## src/rtl/tdc_pkg.sv

```systemverilog
// Shared types and width helpers for the TDC measurement controller.
// State codes are kept as plain constants so legacy decoders can match them.
package tdc_pkg;

    localparam logic [1:0] ST_IDLE    = 2'd0;
    localparam logic [1:0] ST_ARMED   = 2'd1;
    localparam logic [1:0] ST_RUNNING = 2'd2;
    localparam logic [1:0] ST_DONE    = 2'd3;

    typedef enum logic [1:0] {
        IDLE    = ST_IDLE,
        ARMED   = ST_ARMED,
        RUNNING = ST_RUNNING,
        DONE    = ST_DONE
    } tdc_state_e;

    function automatic int tdc_fine_w(input int max_length);
        return $clog2(max_length);
    endfunction

    function automatic int tdc_coarse_w(input int timeout_cycles);
        return $clog2(timeout_cycles) + 1;
    endfunction

    // Extra sign bit on top of coarse*taps + fine so same-cycle skew can go negative.
    function automatic int tdc_interval_w(input int max_length, input int taps_per_clk,
                                          input int timeout_cycles);
        return tdc_coarse_w(timeout_cycles) + $clog2(taps_per_clk + 1) + tdc_fine_w(max_length) + 1;
    endfunction

endpackage

```

## src/rtl/tdc_coarse_counter.sv

```systemverilog
// Coarse clk_input period counter with synchronous clear, enable and a
// terminal-count flag raised while the count sits at TIMEOUT_CYCLES-1.
module tdc_coarse_counter
    import tdc_pkg::*;
#(
    parameter int TIMEOUT_CYCLES = 4096,
    localparam int COARSE_W = tdc_coarse_w(TIMEOUT_CYCLES)
) (
    input  logic                clk_input,
    input  logic                reset,
    input  logic                clear,
    input  logic                enable,
    output logic [COARSE_W-1:0] count,
    output logic                terminal
);

    logic [COARSE_W-1:0] count_r;

    // Period counter; clear wins over enable.
    always_ff @(posedge clk_input or posedge reset) begin
        if (reset) begin
            count_r <= {COARSE_W{1'b0}};
        end else if (clear) begin
            count_r <= {COARSE_W{1'b0}};
        end else if (enable) begin
            count_r <= count_r + COARSE_W'(1);
        end else begin
            count_r <= count_r;
        end
    end

    assign count    = count_r;
    assign terminal = (count_r == COARSE_W'(TIMEOUT_CYCLES - 1));

endmodule

```

## src/rtl/tdc_measurement_controller.sv

```systemverilog
// Start/stop time-interval sequencer combining coarse periods and fine codes.
// Optional macro TDC_CALIB_EN enables tracking of the maximum start fine code.
module tdc_measurement_controller
    import tdc_pkg::*;
#(
    parameter int MAX_LENGTH     = 2048,
    parameter int TAPS_PER_CLK   = 512,
    parameter int TIMEOUT_CYCLES = 4096,
    parameter int AUTO_REARM     = 0,
    localparam int FINE_W     = tdc_fine_w(MAX_LENGTH),
    localparam int COARSE_W   = tdc_coarse_w(TIMEOUT_CYCLES),
    localparam int INTERVAL_W = tdc_interval_w(MAX_LENGTH, TAPS_PER_CLK, TIMEOUT_CYCLES)
) (
    input  logic                         clk_input,
    input  logic                         reset,
    input  logic                         arm,
    input  logic                         abort,
    input  logic                         start_valid,
    input  logic [FINE_W-1:0]            start_fine,
    input  logic                         stop_valid,
    input  logic [FINE_W-1:0]            stop_fine,
    output logic                         busy,
    output logic                         meas_valid,
    input  logic                         meas_ready,
    output logic signed [INTERVAL_W-1:0] meas_interval,
    output logic                         meas_timeout,
    output logic [FINE_W-1:0]            calib_max_code
);

    tdc_state_e            state_r, state_s;
    logic [FINE_W-1:0]     start_code_r, start_code_s;
    logic [INTERVAL_W-1:0] interval_r, interval_s;
    logic                  timeout_r, timeout_s;
    logic                  valid_r, valid_s;
    logic                  busy_r;
    logic                  cnt_clear_s, cnt_enable_s;
    logic [COARSE_W-1:0]   coarse_s;
    logic                  terminal_s;
    logic [INTERVAL_W-1:0] same_cycle_s, running_s;

    tdc_coarse_counter #(
        .TIMEOUT_CYCLES(TIMEOUT_CYCLES)
    ) u_coarse (
        .clk_input(clk_input),
        .reset    (reset),
        .clear    (cnt_clear_s),
        .enable   (cnt_enable_s),
        .count    (coarse_s),
        .terminal (terminal_s)
    );

    // Zero-extended operands; two's-complement wrap yields the signed interval.
    assign same_cycle_s = INTERVAL_W'(start_fine) - INTERVAL_W'(stop_fine);
    assign running_s    = (INTERVAL_W'(coarse_s) + INTERVAL_W'(1)) * INTERVAL_W'(TAPS_PER_CLK)
                        + INTERVAL_W'(start_code_r) - INTERVAL_W'(stop_fine);

    // Next-state and next-result decode.
    always_comb begin
        state_s      = state_r;
        start_code_s = start_code_r;
        interval_s   = interval_r;
        timeout_s    = timeout_r;
        valid_s      = valid_r;
        cnt_clear_s  = 1'b0;
        cnt_enable_s = 1'b0;
        case (state_r)
            IDLE: begin
                if (arm) begin
                    state_s = ARMED;
                end else begin
                    state_s = IDLE;
                end
            end
            ARMED: begin
                if (abort) begin
                    state_s = IDLE;
                end else if (start_valid && stop_valid) begin
                    start_code_s = start_fine;
                    interval_s   = same_cycle_s;
                    timeout_s    = 1'b0;
                    valid_s      = 1'b1;
                    state_s      = DONE;
                end else if (start_valid) begin
                    start_code_s = start_fine;
                    cnt_clear_s  = 1'b1;
                    state_s      = RUNNING;
                end else begin
                    state_s = ARMED;
                end
            end
            RUNNING: begin
                if (abort) begin
                    state_s = IDLE;
                end else if (stop_valid) begin
                    interval_s = running_s;
                    timeout_s  = 1'b0;
                    valid_s    = 1'b1;
                    state_s    = DONE;
                end else if (terminal_s) begin
                    interval_s = {INTERVAL_W{1'b0}};
                    timeout_s  = 1'b1;
                    valid_s    = 1'b1;
                    state_s    = DONE;
                end else begin
                    cnt_enable_s = 1'b1;
                    state_s      = RUNNING;
                end
            end
            DONE: begin
                if (meas_ready) begin
                    valid_s = 1'b0;
                    state_s = (AUTO_REARM != 0) ? ARMED : IDLE;
                end else begin
                    state_s = DONE;
                end
            end
            default: begin
                valid_s = 1'b0;
                state_s = IDLE;
            end
        endcase
    end

    // State, latched start code and registered outputs.
    always_ff @(posedge clk_input or posedge reset) begin
        if (reset) begin
            state_r      <= IDLE;
            start_code_r <= {FINE_W{1'b0}};
            interval_r   <= {INTERVAL_W{1'b0}};
            timeout_r    <= 1'b0;
            valid_r      <= 1'b0;
            busy_r       <= 1'b0;
        end else begin
            state_r      <= state_s;
            start_code_r <= start_code_s;
            interval_r   <= interval_s;
            timeout_r    <= timeout_s;
            valid_r      <= valid_s;
            busy_r       <= (state_s != IDLE);
        end
    end

    assign busy          = busy_r;
    assign meas_valid    = valid_r;
    assign meas_interval = $signed(interval_r);
    assign meas_timeout  = timeout_r;

`ifdef TDC_CALIB_EN
    logic [FINE_W-1:0] calib_r;

    // Running maximum of every start code seen, regardless of state.
    always_ff @(posedge clk_input or posedge reset) begin
        if (reset) begin
            calib_r <= {FINE_W{1'b0}};
        end else if (start_valid && (start_fine > calib_r)) begin
            calib_r <= start_fine;
        end else begin
            calib_r <= calib_r;
        end
    end

    assign calib_max_code = calib_r;
`else
    assign calib_max_code = {FINE_W{1'b0}};
`endif

endmodule

```

## config.mk

```make
export PLATFORM = sky130hd
export DESIGN_NAME = tdc_measurement_controller
export DESIGN_NICKNAME = d
export VERILOG_FILES = /design/src/rtl/tdc_pkg.sv /design/src/rtl/tdc_coarse_counter.sv /design/src/rtl/tdc_measurement_controller.sv
export SDC_FILE = /design/constraint.sdc
export NUM_CORES = 1
export LEC_CHECK = 0
export ABC_AREA = 1
export CORE_UTILIZATION = 47
export CTS_CLUSTER_SIZE = 30
export DETAILED_ROUTE_END_ITERATION = 6
export DONT_BUFFER_PORTS = 1
export SYNTH_ARGS = -nofsm -noshare
export SYNTH_HDL_FRONTEND = slang
export SYNTH_SLANG_ARGS = --single-unit
```

## constraint.sdc

```tcl
create_clock -name clk_input -period 4.1 [get_ports clk_input]
set_input_delay 0.41 -clock clk_input [delete_from_list [all_inputs] [get_ports clk_input]]
set_output_delay 0.41 -clock clk_input [all_outputs]
set_load 0.02 [all_outputs]
```

==> reports/results.tsv <==
stage	metric	value	unit
power	Psw	0.00265	W
setup_path	worst-path maximum fanout	8	
cts	# hold bufs at CTS	0	
yosys	sequential fraction of the synthesis area	27.7	%
detailed_routing	antenna-violating nets left	0	
timing	Final TNS setup	0	ns
setup_path	max incr delay on CP	0.48	ns
timing	Max Clk Rate	320	MHz
power	Logic pwr share	66.7	%
setup_path	crit path launch type	flip-flop	
layout	Layout Area Growth over Synthesis	2.18	%
placement	number of port buffers	0	
run_status	status	complete, no violations	
placement	placed insts	806	
setup_path	arrival time worst endpoint	3.30	ns
cts	CTS tree	done	
setup_path	Worst R2R Setup Slack	0.98	ns
detailed_routing	Max Used Layer	met4	
cts	clock sinks	54	
timing	skew final	0.00484	ns
setup_path	R2R depth	16	
yosys	post-synth cell types	47	
grt	number of antenna violations at the first check in global routing	0	
layout	Fillers	1045	
job	Max Cap Viol	0	
cts	post-CTS sizing	0	
layout	register area	1350	um^2
timing	Fin. Hold Viols	0	
die	FP Rows	36	
detailed_routing	initial DRC count	223	
cts	clk buf depth	2	
setup_path	Setup crit end kind	flip-flop	
yosys	Most used DFF post-synth	dfrtp_1	
detailed_routing	met2 WL	6010	um
setup_path	cell mode on critical path	nand2_1	
cts	Setup Buffers After CTS	0	
die	starting density of the core	49.3	%
power	P_int	0.00206	W
power	Sequential Power Share	26.5	%
die	total core area	9910	um^2
layout	Ant. Diodes	0	
power	P_leak	2.51	nW
placement	routability cong.	0.898	
layout	share of cells above drive strength 1	8.96	%
grt	GRT Total Usage	22.5	%
cts	later-pin clock latency in the skew report	0.31	ns
detailed_routing	Avg Vias per Cell	5.35	
power	Clock Power Share	6.8	%
yosys	Yosys reg bits	54	
cts	TritonCTS Buffers	5	
detailed_routing	met1 wire length	5420	um
yosys	Mapped Cells	690	
die	Die W	104	um
detailed_routing	Remaining DRCs	0	
cts	clk slew on worst S/H paths	0.10	ns
yosys	Yosys top cell area share	27.7	%
yosys	area leader, netlist	dfrtp_1	
timing	min Tclk post-route	3.12	ns
detailed_routing	routed len/inst	14.7	um
yosys	Async S/R FF share, synth	100	%
hold_path	class of the worst hold path	primary input to async pin	
placement	hpwl dp	9550	um
layout	final non-filler cell total	814	
timing	Worst Tran Pin Value	1.05	ns
yosys	mean post-synth cell area	7.08	um^2
die	# IOs	78	
timing	Slew Limit Headroom	30.0	%
setup_path	Worst Path Required	4.28	ns
yosys	Post-synth EDFFs	0	
yosys	Post-Syn Area	4880	um^2
yosys	Synth Warn #	0	
power	Max IR drop VDD	0.000309	V
grt	aggregate global routing overflow	0	
cts	CTS root buffer	clkbuf_8	
detailed_routing	Post-Route WL	12000	um
power	Sw Share	56.2	%
grt	largest net degree at the start of global routing	30	
die	die footprint	10800	um^2
layout	Nets	755	
detailed_routing	First-pass DRT Iterations	4	
setup_path	Reg-to-Reg Start	u_coarse.count[0]	
power	Power Dens Cells	944	nW/um^2
die	chip height	104	um
grt	first-pass GRT wire length	20000	um
cts	H-tree Lvls	2	
timing	Period Utilization, post-route	76.1	%
detailed_routing	WL met3	306	um
grt	vias in the first global route	4232	
setup_path	Cell Chain, Critical Path	ha_1 -> inv_1 -> fa_1 -> inv_1 -> ha_1 -> nand2_1 -> nor2_1 -> nand2_1 -> o211ai_1 -> inv_1 -> nor2_1 -> nand2_1 -> nand3b_1 -> nand2_1 -> nand3_1 -> a21oi_1	
detailed_routing	via count	4357	
setup_path	critical path type	flip-flop to flip-flop	
timing	setup violators final	0	
timing	fin. max-slew vios	0	
layout	Multi-input gate area	2990	um^2
yosys	top post-synthesis cells by area	dfrtp_1 28%, nand2_1 13%, ha_1 11%	
setup_path	worst reg2reg endpoint	meas_interval[20]	
setup_path	slowest stage cell on the critical path	dfrtp_1	
timing	RSZ-0062 raised after global routing	no	
==> logic make-up after synthesis <==
group	Yosys count	synth area share, %
AOI/OAI and AO/OA	132	17.2
xor gates and xnor gates	5	0.897
adders and majority gates	46	12.4
buffers and inverters	127	11.9
DFF	54	27.7
other	1	0.0768
and+or+nand+nor	325	29.8
==> power groups by stage <==
stage | Clock [W] | Combinational [W] | Sequential, W
CTS | 0.000333 | 0.00312 | 0.00125
global route | 0.000353 | 0.00361 | 0.00128
detailed placement | 0 | 0.00309 | 0.00126
floorplan | 0 | 0.00266 | 0.00113
finish | 0.000321 | 0.00314 | 0.00125
global placement | 0 | 0.00305 | 0.00125
==> synthesized netlist by cell type (5+ instances only) <==
master     count
buf_4         22
a21oi_1       40
a2bb2oi_2      7
o21ai_0       42
nor2_1        46
nand2_2       12
o22ai_1       17
nand2_1      175
nor3_1         6
nand4_1       17
or2_2          9
ha_1          42
xor2_1         5
dfrtp_1       54
inv_1         92
nand3_1       45
==> how the worst max path moves through the flow <==
| stage | startpoint | endpoint | slack (ns) | depth (start not counted) |
|---|---|---|---|---|
| finish | u_coarse.count[0] | meas_interval[20] | 0.98 | 16 |
| global route | u_coarse.count[0] | meas_interval[20] | 0.65 | 16 |
| CTS | u_coarse.count[0] | meas_interval[20] | 0.98 | 16 |
| detailed placement | u_coarse.count[0] | meas_interval[20] | 1.0 | 16 |
| global placement | u_coarse.count[0] | meas_interval[20] | 1.09 | 16 |
| floorplan | u_coarse.count[0] | meas_interval[20] | 1.34 | 16 |
==> final cells by class <==
cell class,instances,share of cell area (%)
clock buffers,6,1.65
multi-input cells,519,59.9
clock inverters,2,0.251
flip-flops and latches,54,27.1
well taps,133,3.34
repair buffers,3,0.451
inverters,97,7.35
==> routing by layer <==
| layer | track usage (%) | vias to the layer above |
|---|---|---|
| met2 | 41.0 | 91 |
| li1 | - | 2236 |
| met1 | 27.5 | 2010 |
| met5 | 0 | - |
| met3 | 2.32 | 20 |
| met4 | 7.24 | 0 |
==> cell usage in the layout (no fill, tap or decap), types with 11 or more instances in the layout <==
master / count
nand2_1: 175
inv_1: 91
dfrtp_1: 53
nor2_1: 46
nand3_1: 45
o21ai_0: 42
ha_1: 42
a21oi_1: 40
nand4_1: 17
o22ai_1: 17
nand2_2: 12
conb_1: 11
==> critical path: cells and delay by family (launching register included) <==
kind,cells,cell delay (ns)
adders and majority gates,3,1.14
buffers and inverters,3,0.16
DFF,1,0.48
and+or+nand+nor,8,0.87
AOI/OAI and AO/OA,2,0.32
==> flip-flops by register name, indices dropped and copies added (netlist names) <==
signal / count
busy: 1
meas_valid: 1
meas_timeout: 1
start_code_r: 11
meas_interval: 25
state_r: 2
u_coarse.count: 13
==> through the flow <==
step                      utilization [%]  total power, W  instance area (um^2)  setup WS (ns)  hold slack [ns]
final                                50.4         0.00471                  4990          0.978           0.0331
after global placement               49.4         0.00430                  4890           1.09            0.385
after detailed placement             49.4         0.00435                  4890          0.997            0.390
after global routing                 50.4         0.00525                  4990          0.648           0.0649
after CTS                            50.4         0.00470                  4990          0.978           0.0521
after floorplan                         -         0.00379                  4920           1.34            0.446
Note: power is estimated with default switching activity, not from simulation.
